## config.mk

```make
export PLATFORM = sky130hd
export DESIGN_NAME = multdiv_ctrl
export DESIGN_NICKNAME = d
export VERILOG_FILES = /design/src/rtl/multdiv_ctrl_pkg.sv /design/src/rtl/multdiv_ctrl_timeout_cnt.sv /design/src/rtl/multdiv_ctrl.sv
export SDC_FILE = /design/constraint.sdc
export NUM_CORES = 1
export LEC_CHECK = 0
export ABC_AREA = 0
export BUFFER_PORTS_ARGS = -buffer_cell sky130_fd_sc_hd__buf_2
export CAP_MARGIN = 0
export CORE_ASPECT_RATIO = 0.9
export CORE_UTILIZATION = 42
export CTS_CLUSTER_DIAMETER = 80
export CTS_CLUSTER_SIZE = 40
export DETAILED_ROUTE_END_ITERATION = 6
export PLACE_DENSITY = 0.74
export SLEW_MARGIN = 10
export SYNTH_ARGS = -nofsm -noshare
export SYNTH_HDL_FRONTEND = slang
export SYNTH_SLANG_ARGS = --single-unit
```

## constraint.sdc

```tcl
create_clock -name clock -period 1.8 [get_ports clock]
set_input_delay 0.45 -clock clock [delete_from_list [all_inputs] [get_ports clock]]
set_output_delay 0.45 -clock clock [all_outputs]
set_load 0.01 [all_outputs]
```

## src/rtl/multdiv_ctrl_pkg.sv

```systemverilog
// Shared encodings for the execute-stage mul/div sequencer. The exception codes
// are also used by the add/sub overflow path.
package multdiv_ctrl_pkg;

  typedef enum logic [1:0] {
    IDLE = 2'b00,
    BUSY = 2'b01,
    DONE = 2'b10
  } md_state_e;

  localparam logic [4:0] RSTATUS_REG_DEF = 5'd30;
  localparam int unsigned MUL_EXC_DEF    = 4;
  localparam int unsigned DIV_EXC_DEF    = 5;
  localparam int unsigned TO_EXC_DEF     = 6;

endpackage

```

## src/rtl/multdiv_ctrl_timeout_cnt.sv

```systemverilog
// Saturating BUSY-cycle counter; hit flags the last permitted cycle (TIMEOUT-1).
module md_timeout_cnt #(
  parameter int CNT_W   = 6,
  parameter int TIMEOUT = 40
) (
  input  logic clock,
  input  logic reset,
  input  logic clr,
  input  logic en,
  output logic hit
);

  localparam logic [CNT_W-1:0] HIT_VAL = CNT_W'(TIMEOUT - 1);
  localparam logic [CNT_W-1:0] MAX_VAL = '1;

  logic [CNT_W-1:0] cnt;

  always_ff @(posedge clock or negedge reset) begin
    if (!reset) begin
      cnt <= '0;
    end else if (clr) begin
      cnt <= '0;
    end else if (en && (cnt != MAX_VAL)) begin
      cnt <= cnt + 1'b1;
    end
  end

  assign hit = (cnt == HIT_VAL);

endmodule

```

## src/rtl/multdiv_ctrl.sv

```systemverilog
// Execute-stage sequencer for the shared iterative multiplier/divider: start pulse,
// pipeline stall while the unit works, one-cycle writeback of result or exception code.
module multdiv_ctrl
  import multdiv_ctrl_pkg::*;
#(
  parameter int          DATA_W      = 32,
  parameter int          TIMEOUT     = 40,
  parameter int          CNT_W       = 6,
  parameter logic [4:0]  RSTATUS_REG = RSTATUS_REG_DEF,
  parameter int unsigned MUL_EXC     = MUL_EXC_DEF,
  parameter int unsigned DIV_EXC     = DIV_EXC_DEF,
  parameter int unsigned TO_EXC      = TO_EXC_DEF
) (
  input  logic              clock,
  input  logic              reset,
  input  logic              isMul_x,
  input  logic              isDiv_x,
  input  logic [4:0]        rd_x,
  input  logic [DATA_W-1:0] opA_x,
  input  logic [DATA_W-1:0] opB_x,
  input  logic              flush,
  input  logic              md_resultRDY,
  input  logic [DATA_W-1:0] md_result,
  input  logic              md_exception,
  output logic              ctrl_MULT,
  output logic              ctrl_DIV,
  output logic [DATA_W-1:0] md_opA,
  output logic [DATA_W-1:0] md_opB,
  output logic              stall,
  output logic              wb_valid,
  output logic [4:0]        wb_rd,
  output logic [DATA_W-1:0] wb_data,
  output logic              busy
);

  md_state_e  state_q, state_d;
  logic       start;
  logic       hit;
  logic [4:0] rd_q;
  logic       op_mul_q;

  assign start = (isMul_x | isDiv_x) & ~flush;

  // Counter is held at zero outside BUSY, so each operation starts counting from 0.
  md_timeout_cnt #(
    .CNT_W   (CNT_W),
    .TIMEOUT (TIMEOUT)
  ) u_timeout_cnt (
    .clock (clock),
    .reset (reset),
    .clr   (state_q != BUSY),
    .en    (state_q == BUSY),
    .hit   (hit)
  );

  always_ff @(posedge clock or negedge reset) begin
    if (!reset) begin
      state_q <= IDLE;
    end else begin
      state_q <= state_d;
    end
  end

  always_comb begin
    state_d = state_q;
    case (state_q)
      IDLE: if (start) state_d = BUSY;
      BUSY: begin
        if (flush) begin
          state_d = IDLE;
        end else if (md_resultRDY || hit) begin
          state_d = DONE;
        end
      end
      DONE:    state_d = IDLE;
      default: state_d = IDLE;
    endcase
  end

  assign busy  = (state_q != IDLE);
  // Gated by reset so stall is low while reset is asserted even if X holds a mul/div.
  assign stall = reset & (((state_q == IDLE) & start) | (state_q == BUSY));

  always_ff @(posedge clock or negedge reset) begin
    if (!reset) begin
      ctrl_MULT <= 1'b0;
      ctrl_DIV  <= 1'b0;
      md_opA    <= '0;
      md_opB    <= '0;
      rd_q      <= '0;
      op_mul_q  <= 1'b0;
      wb_valid  <= 1'b0;
      wb_rd     <= '0;
      wb_data   <= '0;
    end else begin
      ctrl_MULT <= 1'b0;
      ctrl_DIV  <= 1'b0;
      wb_valid  <= 1'b0;
      if ((state_q == IDLE) && start) begin
        ctrl_MULT <= isMul_x;
        ctrl_DIV  <= ~isMul_x & isDiv_x;
        md_opA    <= opA_x;
        md_opB    <= opB_x;
        rd_q      <= rd_x;
        op_mul_q  <= isMul_x;
      end
      // Writeback fields are loaded on the BUSY->DONE edge so they are valid during DONE.
      if ((state_q == BUSY) && !flush) begin
        if (md_resultRDY) begin
          if (md_exception) begin
            wb_valid <= 1'b1;
            wb_rd    <= RSTATUS_REG;
            wb_data  <= op_mul_q ? DATA_W'(MUL_EXC) : DATA_W'(DIV_EXC);
          end else if (rd_q != 5'd0) begin
            wb_valid <= 1'b1;
            wb_rd    <= rd_q;
            wb_data  <= md_result;
          end
        end else if (hit) begin
          wb_valid <= 1'b1;
          wb_rd    <= RSTATUS_REG;
          wb_data  <= DATA_W'(TO_EXC);
        end
      end
    end
  end

endmodule

```

# --- Word level (Yosys, flattened, before mapping) ---
# Cells that the tools add are included.
op_classes:
  add_sub_neg: 1
  n_eq_ne: 7
  mux: 22
  bitwise_logic: 8
  reduce_logical: 12
op_table:
  columns: ["operator", "n"]
  rows:
  - ["2-to-1 mux 32 bit", 4]
  - ["2-to-1 mux 5 bit", 4]
  - ["2-to-1 mux 6 bit", 2]
  - ["2-to-1 mux 1 bit", 8]
  - ["adder 6 x 1 -> 6 bit (second input constant)", 1]
  - ["== test 6 bit (second input constant)", 1]
  - ["2-to-1 mux 2 bit", 3]
  - ["!= test 6 bit (second input constant)", 1]
  - ["nonzero test 2 bit", 3]
  - ["nonzero test 5 bit", 1]
  - ["AND 1 bit", 4]
  - ["one-hot mux 2 bit (2 select lines)", 1]
  - ["logical AND 1 bit", 3]
  - ["!= test 3 x 1 -> 1 bit (second input constant)", 1]
  - ["!= test 3 bit (second input constant)", 1]
  - ["AND reduction 3 bit", 1]
  - ["== test 2 x 1 -> 1 bit (second input constant)", 1]
  - ["zero test 2 bit", 1]
  - ["!= test 2 x 1 -> 1 bit (second input constant)", 1]
  - ["!= test 2 bit (second input constant)", 1]
  - ["NOT 1 bit", 2]
  - ["OR 1 bit", 2]
  - ["AND reduction 2 bit", 1]
  - ["zero test 1 bit", 1]
  - ["logical OR 1 bit", 1]
totals:
  register_bits: 118
  input_bits: 108
  out_inout_bits: 106
  wordCells: 61

# --- Logic depth before layout (Yosys ltp) ---
depth:
  depth_word: 5
  depth_mapped: 7
  ltp_nobuf: 5

# --- Hierarchy ---
# From an unflattened synthesis, not the netlist that was laid out.
hier_totals:
  cells_unflattened: 443
  hier_area_um2: 4551.9
by_module_without_submodules:
  columns: ["module", "instances", "cells_each", "area_each_um2", "seq_area_each_um2"]
  rows:
  - ["multdiv_ctrl", 1, 409, 4211.5, 2802.7]
  - ["md_timeout_cnt", 1, 34, 340.3, 150.1]

# --- Least setup slack after synthesis ---
# OpenSTA, ideal clock, no wires.
synth_timing:
  kind: "register to output"
  startpoint: "reg state_q[0]"
  endpoint: "out stall"
  arrival_time_ns: 1.478
  required_time_ns: 1.350
  slack_ns: -0.128
  stages_incl_launch_ff: 5
  path_buffers: 1
  path_cell_list: "dfrtp_1 or2_1 or3_1 clkbuf_1 a21boi_0"
synth_between:
  elab_chain_cells: 4
  elab_cells_between_ends: 5
  classes_between: "eq/ne (1); bitwise (3); reduce/logical (1)"
synth_lines:
  columns: ["item", "line_no", "source"]
  rows:
  - ["start, declared", "multdiv_ctrl.sv:36", "md_state_e state_q, state_d;"]
  - ["start signal, assigned", "multdiv_ctrl.sv:60", "state_q <= state_d;"]
  - ["zero test 2 bit", "multdiv_ctrl.sv:82", "assign stall = reset & (((state_q == IDLE) & start) | (state_q == BUSY));"]
  - ["AND 1 bit", "multdiv_ctrl.sv:82", null]
  - ["OR 1 bit *", "multdiv_ctrl.sv:82", null]
  - ["AND 1 bit *", "multdiv_ctrl.sv:82", null]
  - ["end, declared", "multdiv_ctrl.sv:29", "output logic stall,"]
# Every way passes the cells marked *; elsewhere a longest branch is shown, timed or not.

# --- Final worst setup path ---
layout_timing:
  startpoint: "reg state_q[1]"
  endpoint: "out stall"
# Same word-level chain as after synthesis.

==> flow_summary.yaml <==
finish:
  drive_gt1_share_pct: 37.0
  fin_area_um2: 6890
  n_antenna_cell: 0
  syn2layout_area_growth_pct: 44.9
  nets: 853
  layout_common_cells: "nand2_1, buf_2, dfrtp_1, inv_1, mux2i_1"
  final_common_cell: "nand2_1"
clock_network:
  cts_max_path_buffers: 2
  cts_sinks: 118
  clk_pin_slew_ns: 0.05
  cts.htree.levels: 4
  numCtsBuffers: 17
  cts_tree: "yes"
  cts_root_buffer: "clkbuf_16"
  worstSkewPairLatency_ns: 0.41
floorplan:
  core_area_um2: 10900
  num_io_pins: 214
  start_util_pct: 43.4
  dieArea_um2: 11800
  die_w_um: 114
  rows: 36
  die_y_um: 103
outcome:
  outcome: "finished, violations left"
  violations: "setup timing"
synth:
  synthArstFlopShare_pct: 100
  ys_ff_latch: 118
  post_synth_num_cell_types: 31
  syn_inst: 503
  yosysSeqAreaShare_pct: 62.1
  syn_nets: 612
  yosys_most_used_dff: "dfrtp_1"
  syn_area_per_cell_um2: 9.45
  synth_edf_count: 0
  yosysWarnings: 0
  netlist_area_um2: 4760
timing:
  worst_slack_ns: -0.314
  hold_violations: 0
  setup_tns_ns: -5.97
  slew_viol_final: 0
  rsz0062_at_grt: "yes"
  fin_crit_sh_pct: 117
  setup_viol: 38
  slew_headroom_pct: 45.9
  max_freq_mhz: 473
  tightest_slew_ns: 0.804
  skew_ns: 0.0106
  fin_crit_ns: 2.11
global_routing:
  grt_pass1_wl_mm: 19.3
  antenna_found_initial: 0
  grt_remaining_overflow: 0
  grt_max_degree: 119
  grt_usage_pct: 21.6
  grt_pass1_vias: 4086
worst_setup_path:
  required_ns: 1.35
  crit_path_cell_trace: "or2_1 > or3_4 > a21boi_1 > buf_2"
  arrival_ns: 1.66
  cp_max_fo: 2
  cp_slowest_cell: "dfrtp_1"
  critical_path_class: "flip-flop to output port"
  critPathCaptureType: "output port"
  startpoint_type: "flip-flop"
  critical_path.max_stage_delay_ns: 0.37
detailed_routing:
  postRouteAntennaNets: 0
  drt_iter0_markers: 151
  wl_per_cell_um: 13.5
  vias_per_cell: 4.60
  drc: 0
  firstDrtPassIters: 4
  vias: 4171
  drt_wl_total_mm: 12.2
placement:
  hpwl_mm: 8.35
  dpl_cell_area_um2: 6150
  gp_congestion: 0.757
  io_buffers: 213
pwr:
  peakVddDrop_mv: 0.673
  leakage_uw: 0.00407
  power.density_nw_per_um2: 1250
min_path:
  hp-class: "primary input to async pin"
job:
  maxCapViolations: 0
## path summary, 6_finish.rpt
check                                     endpoint                    from  slack [ns]  cells after the start
setup / recovery                             stall  state_q[1]$_DFFE_PN0P_       -0.31                      4
hold / removal                 rd_q[2]$_DFFE_PN0P_                   reset        0.12                      2
setup reg to reg           wb_data[23]$_DFFE_PN0P_  state_q[1]$_DFFE_PN0P_       -0.21                      7
hold reg to reg             md_opB[24]$_DFFE_PN0P_  md_opB[24]$_DFFE_PN0P_        0.47                      2
max in group asynchronous    md_opA[0]$_DFFE_PN0P_                   reset        1.17                      2
min in group clock           md_opB[6]$_DFFE_PN0P_                opB_x[6]        0.22                      3
## repair_timing
item,in CTS,in global routing
gates resized for setup,9,4
buffers inserted,4,1
hold buffers,0,0
endpoints found under the hold margin,0,0
cloned,4,0
pin swaps,4,0
setup endpoints to repair,84,51
## logic make-up (layout without fill, tap and decap cells)
group | Yosys count | after routing | synth area share, %
and+or+nand+nor | 270 | 270 | 22.1
DFF | 118 | 118 | 62.1
buffers and inverters | 61 | 311 | 5.45
muxes | 36 | 36 | 7.60
AOI/OAI and AO/OA | 15 | 16 | 2.16
xor gates and xnor gates | 2 | 2 | 0.368
adders and majority gates | 1 | 1 | 0.263
## routing by layer
| layer | vias up | track usage, % | share of wire [%] |
|---|---|---|---|
| met5 | - | 0 | 0 |
| met4 | 0 | 10.3 | 2.3 |
| met3 | 20 | 7.41 | 6.7 |
| met2 | 161 | 35.8 | 49 |
| met1 | 1963 | 25.6 | 42 |
| li1 | 2027 | - | - |
## state kept, by name, summed over array words and instances (netlist names)
register and count:
md_opA 32, md_opB 32, wb_data 32, u_timeout_cnt.cnt 6
rd_q 5, wb_rd 5, state_q 2, ctrl_DIV 1
ctrl_MULT 1, op_mul_q 1, wb_valid 1
## where the power goes
part,internal (uW),switching (uW)
Sequential,3240,331
Clock,2050,1090
Combinational,857,1070
Total,6150,2500
## synthesized netlist by cell type (2+ instances only)
master      n  share of area, %
dfrtp_1   118                62
inv_1      37               2.9
nor3_1      3              0.32
nand2b_1    2              0.26
clkbuf_1   19               1.5
nand3_1     2              0.21
a21o_1      3              0.47
nand2_1   239                19
nor2_1     17               1.3
mux2i_1    35               7.4
buf_6       4              0.95
o21ai_0     5              0.53
## cell type report
class	instances	area, um^2
Clock buffer	25	505
Clock inverter	4	45.0
Fill cell	907	4060
Inverter	38	143
Multi-Input combinational cell	325	1590
Sequential cell	118	2950
Tap cell	152	190
Timing Repair Buffer	244	1460
## worst max-delay path: cells and delay by family (launching register included)
family | cells | cell delay, ns
simple gates | 2 | 0.61
flops | 1 | 0.37
buf+inv | 1 | 0.15
compound gates | 1 | 0.12
## per-stage QoR
stage	cells	setup slack [ns]	utilization [%]	hold slack, ns	total power [uW]
after floorplan	503	-0.0768	-	0.154	4490
after global placement	868	-0.169	56.2	0.452	5410
after detailed placement	868	-0.245	56.2	0.456	5490
after CTS	905	-0.341	62.7	0.169	8760
after global routing	906	-0.375	62.9	0.201	9130
final	906	-0.314	62.9	0.123	8640
Note: power is estimated with default switching activity, not from simulation.
